<file path="src/rtl/radix4_unsigned_divider.sv">
// Iterative radix-4 restoring divider: 2*WIDTH-bit dividend / WIDTH-bit divisor,
// two quotient bits per clock, with divide-by-zero and overflow screening at accept.
module radix4_unsigned_divider #(
  parameter int WIDTH = 12
) (
  input  logic               clk,
  input  logic               rst,
  input  logic               in_valid,
  output logic               in_ready,
  input  logic [2*WIDTH-1:0] dividend,
  input  logic [WIDTH-1:0]   divisor,
  output logic               out_valid,
  input  logic               out_ready,
  output logic [WIDTH-1:0]   quotient,
  output logic [WIDTH-1:0]   remainder,
  output logic               div_by_zero,
  output logic               overflow
);

  localparam int STEPS = WIDTH / 2;
  localparam int CNT_W = (STEPS > 1) ? $clog2(STEPS) : 1;
  localparam int TW    = WIDTH + 2;

  typedef enum logic [1:0] {
    IDLE = 2'd0,
    ITER = 2'd1,
    DONE = 2'd2
  } state_t;

  state_t             state_q, state_d;
  logic [WIDTH-1:0]   rem_q, rem_d;   // partial remainder, final remainder in DONE
  logic [WIDTH-1:0]   shf_q, shf_d;   // dividend low half shifts out, quotient shifts in
  logic [WIDTH-1:0]   dsr_q, dsr_d;
  logic [CNT_W-1:0]   cnt_q, cnt_d;
  logic               dbz_q, dbz_d;
  logic               ovf_q, ovf_d;

  logic [TW-1:0]      trial;
  logic [TW-1:0]      d1, d2, d3;
  logic [TW-1:0]      sub;
  logic [TW-1:0]      diff;
  logic [1:0]         qdig;

  // One radix-4 step: pick the largest multiple of the divisor that fits.
  assign trial = {rem_q, shf_q[WIDTH-1:WIDTH-2]};
  assign d1    = {2'b00, dsr_q};
  assign d2    = {1'b0, dsr_q, 1'b0};
  assign d3    = d1 + d2;

  always_comb begin
    if (trial >= d3) begin
      qdig = 2'd3;
      sub  = d3;
    end else if (trial >= d2) begin
      qdig = 2'd2;
      sub  = d2;
    end else if (trial >= d1) begin
      qdig = 2'd1;
      sub  = d1;
    end else begin
      qdig = 2'd0;
      sub  = '0;
    end
  end

  assign diff = trial - sub;

  always_comb begin
    // NOTE: every next-state signal defaults to its current value first, so no
    // path through the case statement can leave one unassigned and infer a latch.
    state_d = state_q;
    rem_d   = rem_q;
    shf_d   = shf_q;
    dsr_d   = dsr_q;
    cnt_d   = cnt_q;
    dbz_d   = dbz_q;
    ovf_d   = ovf_q;

    unique case (state_q)
      IDLE: begin
        if (in_valid) begin
          dsr_d = divisor;
          cnt_d = '0;
          if (divisor == '0) begin
            dbz_d   = 1'b1;
            ovf_d   = 1'b0;
            shf_d   = '1;
            rem_d   = dividend[WIDTH-1:0];
            state_d = DONE;
          end else if (dividend[2*WIDTH-1:WIDTH] >= divisor) begin
            dbz_d   = 1'b0;
            ovf_d   = 1'b1;
            shf_d   = '1;
            rem_d   = '0;
            state_d = DONE;
          end else begin
            dbz_d   = 1'b0;
            ovf_d   = 1'b0;
            rem_d   = dividend[2*WIDTH-1:WIDTH];
            shf_d   = dividend[WIDTH-1:0];
            state_d = ITER;
          end
        end
      end

      ITER: begin
        rem_d = diff[WIDTH-1:0];
        shf_d = {shf_q[WIDTH-3:0], qdig};
        if (cnt_q == CNT_W'(STEPS - 1)) begin
          cnt_d   = '0;
          state_d = DONE;
        end else begin
          cnt_d = cnt_q + CNT_W'(1);
        end
      end

      DONE: begin
        if (out_ready) state_d = IDLE;
      end

      default: state_d = IDLE;
    endcase
  end

  // NOTE: sequential state uses non-blocking assignments so every register
  // samples pre-edge values; the datapath registers are reset alongside the FSM
  // because their values are architecturally visible on the result ports.
  always_ff @(posedge clk) begin
    if (rst) begin
      state_q <= IDLE;
      rem_q   <= '0;
      shf_q   <= '0;
      dsr_q   <= '0;
      cnt_q   <= '0;
      dbz_q   <= 1'b0;
      ovf_q   <= 1'b0;
    end else begin
      state_q <= state_d;
      rem_q   <= rem_d;
      shf_q   <= shf_d;
      dsr_q   <= dsr_d;
      cnt_q   <= cnt_d;
      dbz_q   <= dbz_d;
      ovf_q   <= ovf_d;
    end
  end

  // Restoring invariant: the new partial remainder is below the divisor.
  always_ff @(posedge clk) begin
    if (!rst && state_q == ITER) assert (diff[TW-1:WIDTH] == 2'b00);
  end

  assign in_ready    = (state_q == IDLE);
  assign out_valid   = (state_q == DONE);
  assign quotient    = shf_q;
  assign remainder   = rem_q;
  assign div_by_zero = dbz_q;
  assign overflow    = ovf_q;

endmodule

</file>
<file path="config.mk">
export PLATFORM = sky130hd
export DESIGN_NAME = radix4_unsigned_divider
export DESIGN_NICKNAME = d
export VERILOG_FILES = /design/src/rtl/radix4_unsigned_divider.sv
export SDC_FILE = /design/constraint.sdc
export NUM_CORES = 1
export LEC_CHECK = 0
export CAP_MARGIN = 5
export CORE_MARGIN = 2
export CORE_UTILIZATION = 40
export DETAILED_ROUTE_END_ITERATION = 8
export SETUP_SLACK_MARGIN = 0.05
export SLEW_MARGIN = 40
export SYNTH_ARGS = -nofsm -noshare
export SYNTH_HDL_FRONTEND = slang
export SYNTH_SLANG_ARGS = --single-unit
</file>
<file path="constraint.sdc">
create_clock -name clk -period 9 [get_ports clk]
set_input_delay 0.9 -clock clk [delete_from_list [all_inputs] [get_ports clk]]
set_output_delay 0.9 -clock clk [all_outputs]
set_load 0.01 [all_outputs]
</file>
==> flow_metrics.tcl <==
set metrics [dict create \
    max_freq_mhz 174.1 \
    ys_async_sr_fraction 0 \
    cts-resized-gates 0 \
    layout_commonest_cell "a21oi_1" \
    grt_pass1_wl_um 20560 \
    crit_path_max_incr_delay_ns 0.44 \
    synth_nets 662 \
    holdBufCountCts 0 \
    finalPower_w 0.001574 \
    ios 68 \
    ys.warnings.count 0 \
    postSynthCellCount 548 \
    synth_top_area_cell "ha_1" \
    numCtsBuffers 5 \
    cts_tree "done" \
    vias 4193 \
    grt_max_degree 44 \
    layout.nets 718 \
    worstHoldPathType "flip-flop to flip-flop" \
    synth_top_area_share 0.2149 \
    synth_cell_types 54 \
    avgViaCountPerCell 5.659 \
    min_period_over_period 0.6380 \
    die-area_um2 11310 \
    worstMarginPinSlew_ns 0.7915 \
    hold_depth 2 \
    insertion_delay_ns 0.30 \
    syn_area_um2 4192 \
    r2r_cells 27 \
    clock_path_buffers 2 \
    cts_root_buffer "clkbuf_8" \
    max_slew_margin 0.4710 \
    ys_ff_latch 43 \
    grt_pass1_vias 4073 \
    synth_top_flop_cell "dfxtp_1" \
    seq_area_frac_synth 0.2054 \
    rows 37 \
    cp_top_family "compound AO/OA/AOI/OAI gates" \
    crit_slowest_cell "dfxtp_1" \
    max-cap-violations 0 \
    die_h_um 106.4 \
    clock_sinks 43 \
    antenna_left 0 \
    slew_viol_final 0 \
    path_clk_slew_ns 0.09 \
    worstSetupEndpointType "flip-flop" \
    drc_errors 0 \
    antenna_found_initial 0 \
    synthToLayoutAreaGrowth_pct 21.19 \
    synth_area_leaders "ha_1, dfxtp_1, a21oi_1, nand2_1, nor2_1" \
    drive_gt1_frac 0.04628 \
    overflow 0 \
    cp.depth 27 \
    rsz0062_at_grt "no" \
    fin_util 0.4965 \
    fill_cells 1026 \
    initial_core_util 0.4097 \
    antenna-diode-count 0 \
    firstDrtPassIters 5 \
    grtUsageTotal 0.2274 \
    cp_max_fo 20 \
    dieWidth_um 106.4 \
    cts_post_setup_buffers_inserted 0 \
    vdd.ir_drop.worst_mv 0.1435 \
    crit_path_frequent_cell "a21oi_1" \
    first_iter_violations 184 \
    layout_common_cells "a21oi_1, nand2_1, ha_1" \
    hpwl_um 9941 \
    fin_setup_tns_ns 0 \
    finalSetupViolations 0 \
    core-area_um2 10230 \
    p_leak_nw 2.088 \
    status "finished clean" \
    fin_crit_ns 5.742 \
    syn-mean-instance-area_um2 7.649 \
    critPathLaunchType "flip-flop" \
    cp_num_buf_inv 1 \
    wirelength_um 12620 \
    worst_ep_arrival_time_ns 5.91 \
    numPortBuffers 67 \
    criticalPathCategory "flip-flop to flip-flop" \
    hold_violations 0 \
    gp_congestion 0.9234 \
    wl_per_cell_um 17.03 \
    synth-edff-count 0 \
    clock_skew_ns 0.009392 \
    required_ns 9.16 \
    h-tree-depth 2 \
    p_per_area_nw_per_um2 309.9 \
]
[logic make-up (layout without fill, tap and decap cells)]
| group | count (synthesis) | after routing | synth area share |
|---|---|---|---|
| adders and majority gates | 74 | 74 | 0.2245 |
| buffers and inverters | 55 | 112 | 0.05045 |
| and+or+nand+nor | 179 | 179 | 0.1988 |
| muxes | 3 | 3 | 0.007761 |
| DFF | 43 | 43 | 0.2054 |
| AOI/OAI and AO/OA | 176 | 176 | 0.2755 |
| xor gates and xnor gates | 18 | 18 | 0.03761 |
[worst register-to-register path: stages (launching register included)]
cell,delay [ns]
dfxtp_1,0.44
ha_1,0.26
a21o_1,0.17
a21oi_1,0.22
nor2b_1,0.07
o21a_1,0.18
o211ai_1,0.27
nor2_1,0.10
a211oi_2,0.27
a21oi_1,0.12
xnor2_1,0.15
ha_1,0.30
and4_1,0.17
a21oi_1,0.14
nand2_1,0.06
a21oi_1,0.17
buf_4,0.27
mux2_2,0.37
ha_1,0.32
nor2b_1,0.14
o21ai_0,0.20
a21boi_0,0.16
o21ai_0,0.28
a21oi_1,0.15
a21o_1,0.19
a21oi_1,0.17
xor2_1,0.16
a21oi_1,0.08
[metal layers]
metal / wire [um] / vias to the layer above / track usage
met5: 0 / - / 0
met4: 398 / 0 / 0.08459
met3: 503 / 25 / 0.02023
met2: 5720 / 110 / 0.3695
met1: 5997 / 1944 / 0.3123
li1: - / 2114 / -
[where the power goes]
group | internal, W | leakage [nW] | switching (W)
Sequential | 0.000232 | 0.353 | 0.0000802
Clock | 0.0000627 | 0.0474 | 0.0000725
Combinational | 0.000507 | 1.69 | 0.000619
[final cells by class]
class	instances	area, um2	area share
inverters	32	120.1	0.02365
clock inverters	2	16.27	0.003202
well taps	136	170.2	0.03350
multi-input cells	450	3122	0.6145
flip-flops and latches	43	860.8	0.1695
repair buffers	72	708.2	0.1394
clock buffers	6	82.58	0.01626
[sequential cells by signal, indices dropped and copies added (netlist names)]
signal / cells
dsr_q: 12
quotient: 12
remainder: 12
cnt_q: 3
state_q: 2
div_by_zero: 1
overflow: 1
[path summary, 6_finish.rpt]
check	slack, ns	end	from
setup reg to reg	3.26	remainder[10]	dsr_q[1]
hold reg to reg	0.47	div_by_zero	div_by_zero
hold / removal	0.47	div_by_zero	div_by_zero
setup / recovery	3.26	remainder[10]	dsr_q[1]
[through the flow]
| step | instances | setup slack, ns | hold slack (ns) | cell area [um2] |
|---|---|---|---|---|
| floorplan | 548 | 3.880 | 0.4530 | 4192 |
| global placement | 733 | 3.524 | 0.4507 | 4979 |
| detailed placement | 733 | 3.312 | 0.4550 | 4981 |
| CTS | 741 | 3.272 | 0.4715 | 5080 |
| global route | 741 | 2.681 | 0.5002 | 5080 |
| finish | 741 | 3.258 | 0.4685 | 5080 |
[Yosys cell counts, drive strengths merged (4+ instances only)]
library cell / n
nor3: 9
or2: 5
inv: 32
nor2b: 6
a211oi: 7
nand2b: 12
o221ai: 12
and3: 6
dfxtp: 43
nor2: 37
o21ai: 29
a21o: 13
a2111oi: 8
xnor2: 10
nand3: 12
clkbuf: 19
buf: 4
ha: 72
a31oi: 7
xor2: 8
a21oi: 75
nand2: 73
nor4: 4
(Power assumes the default switching activity.)
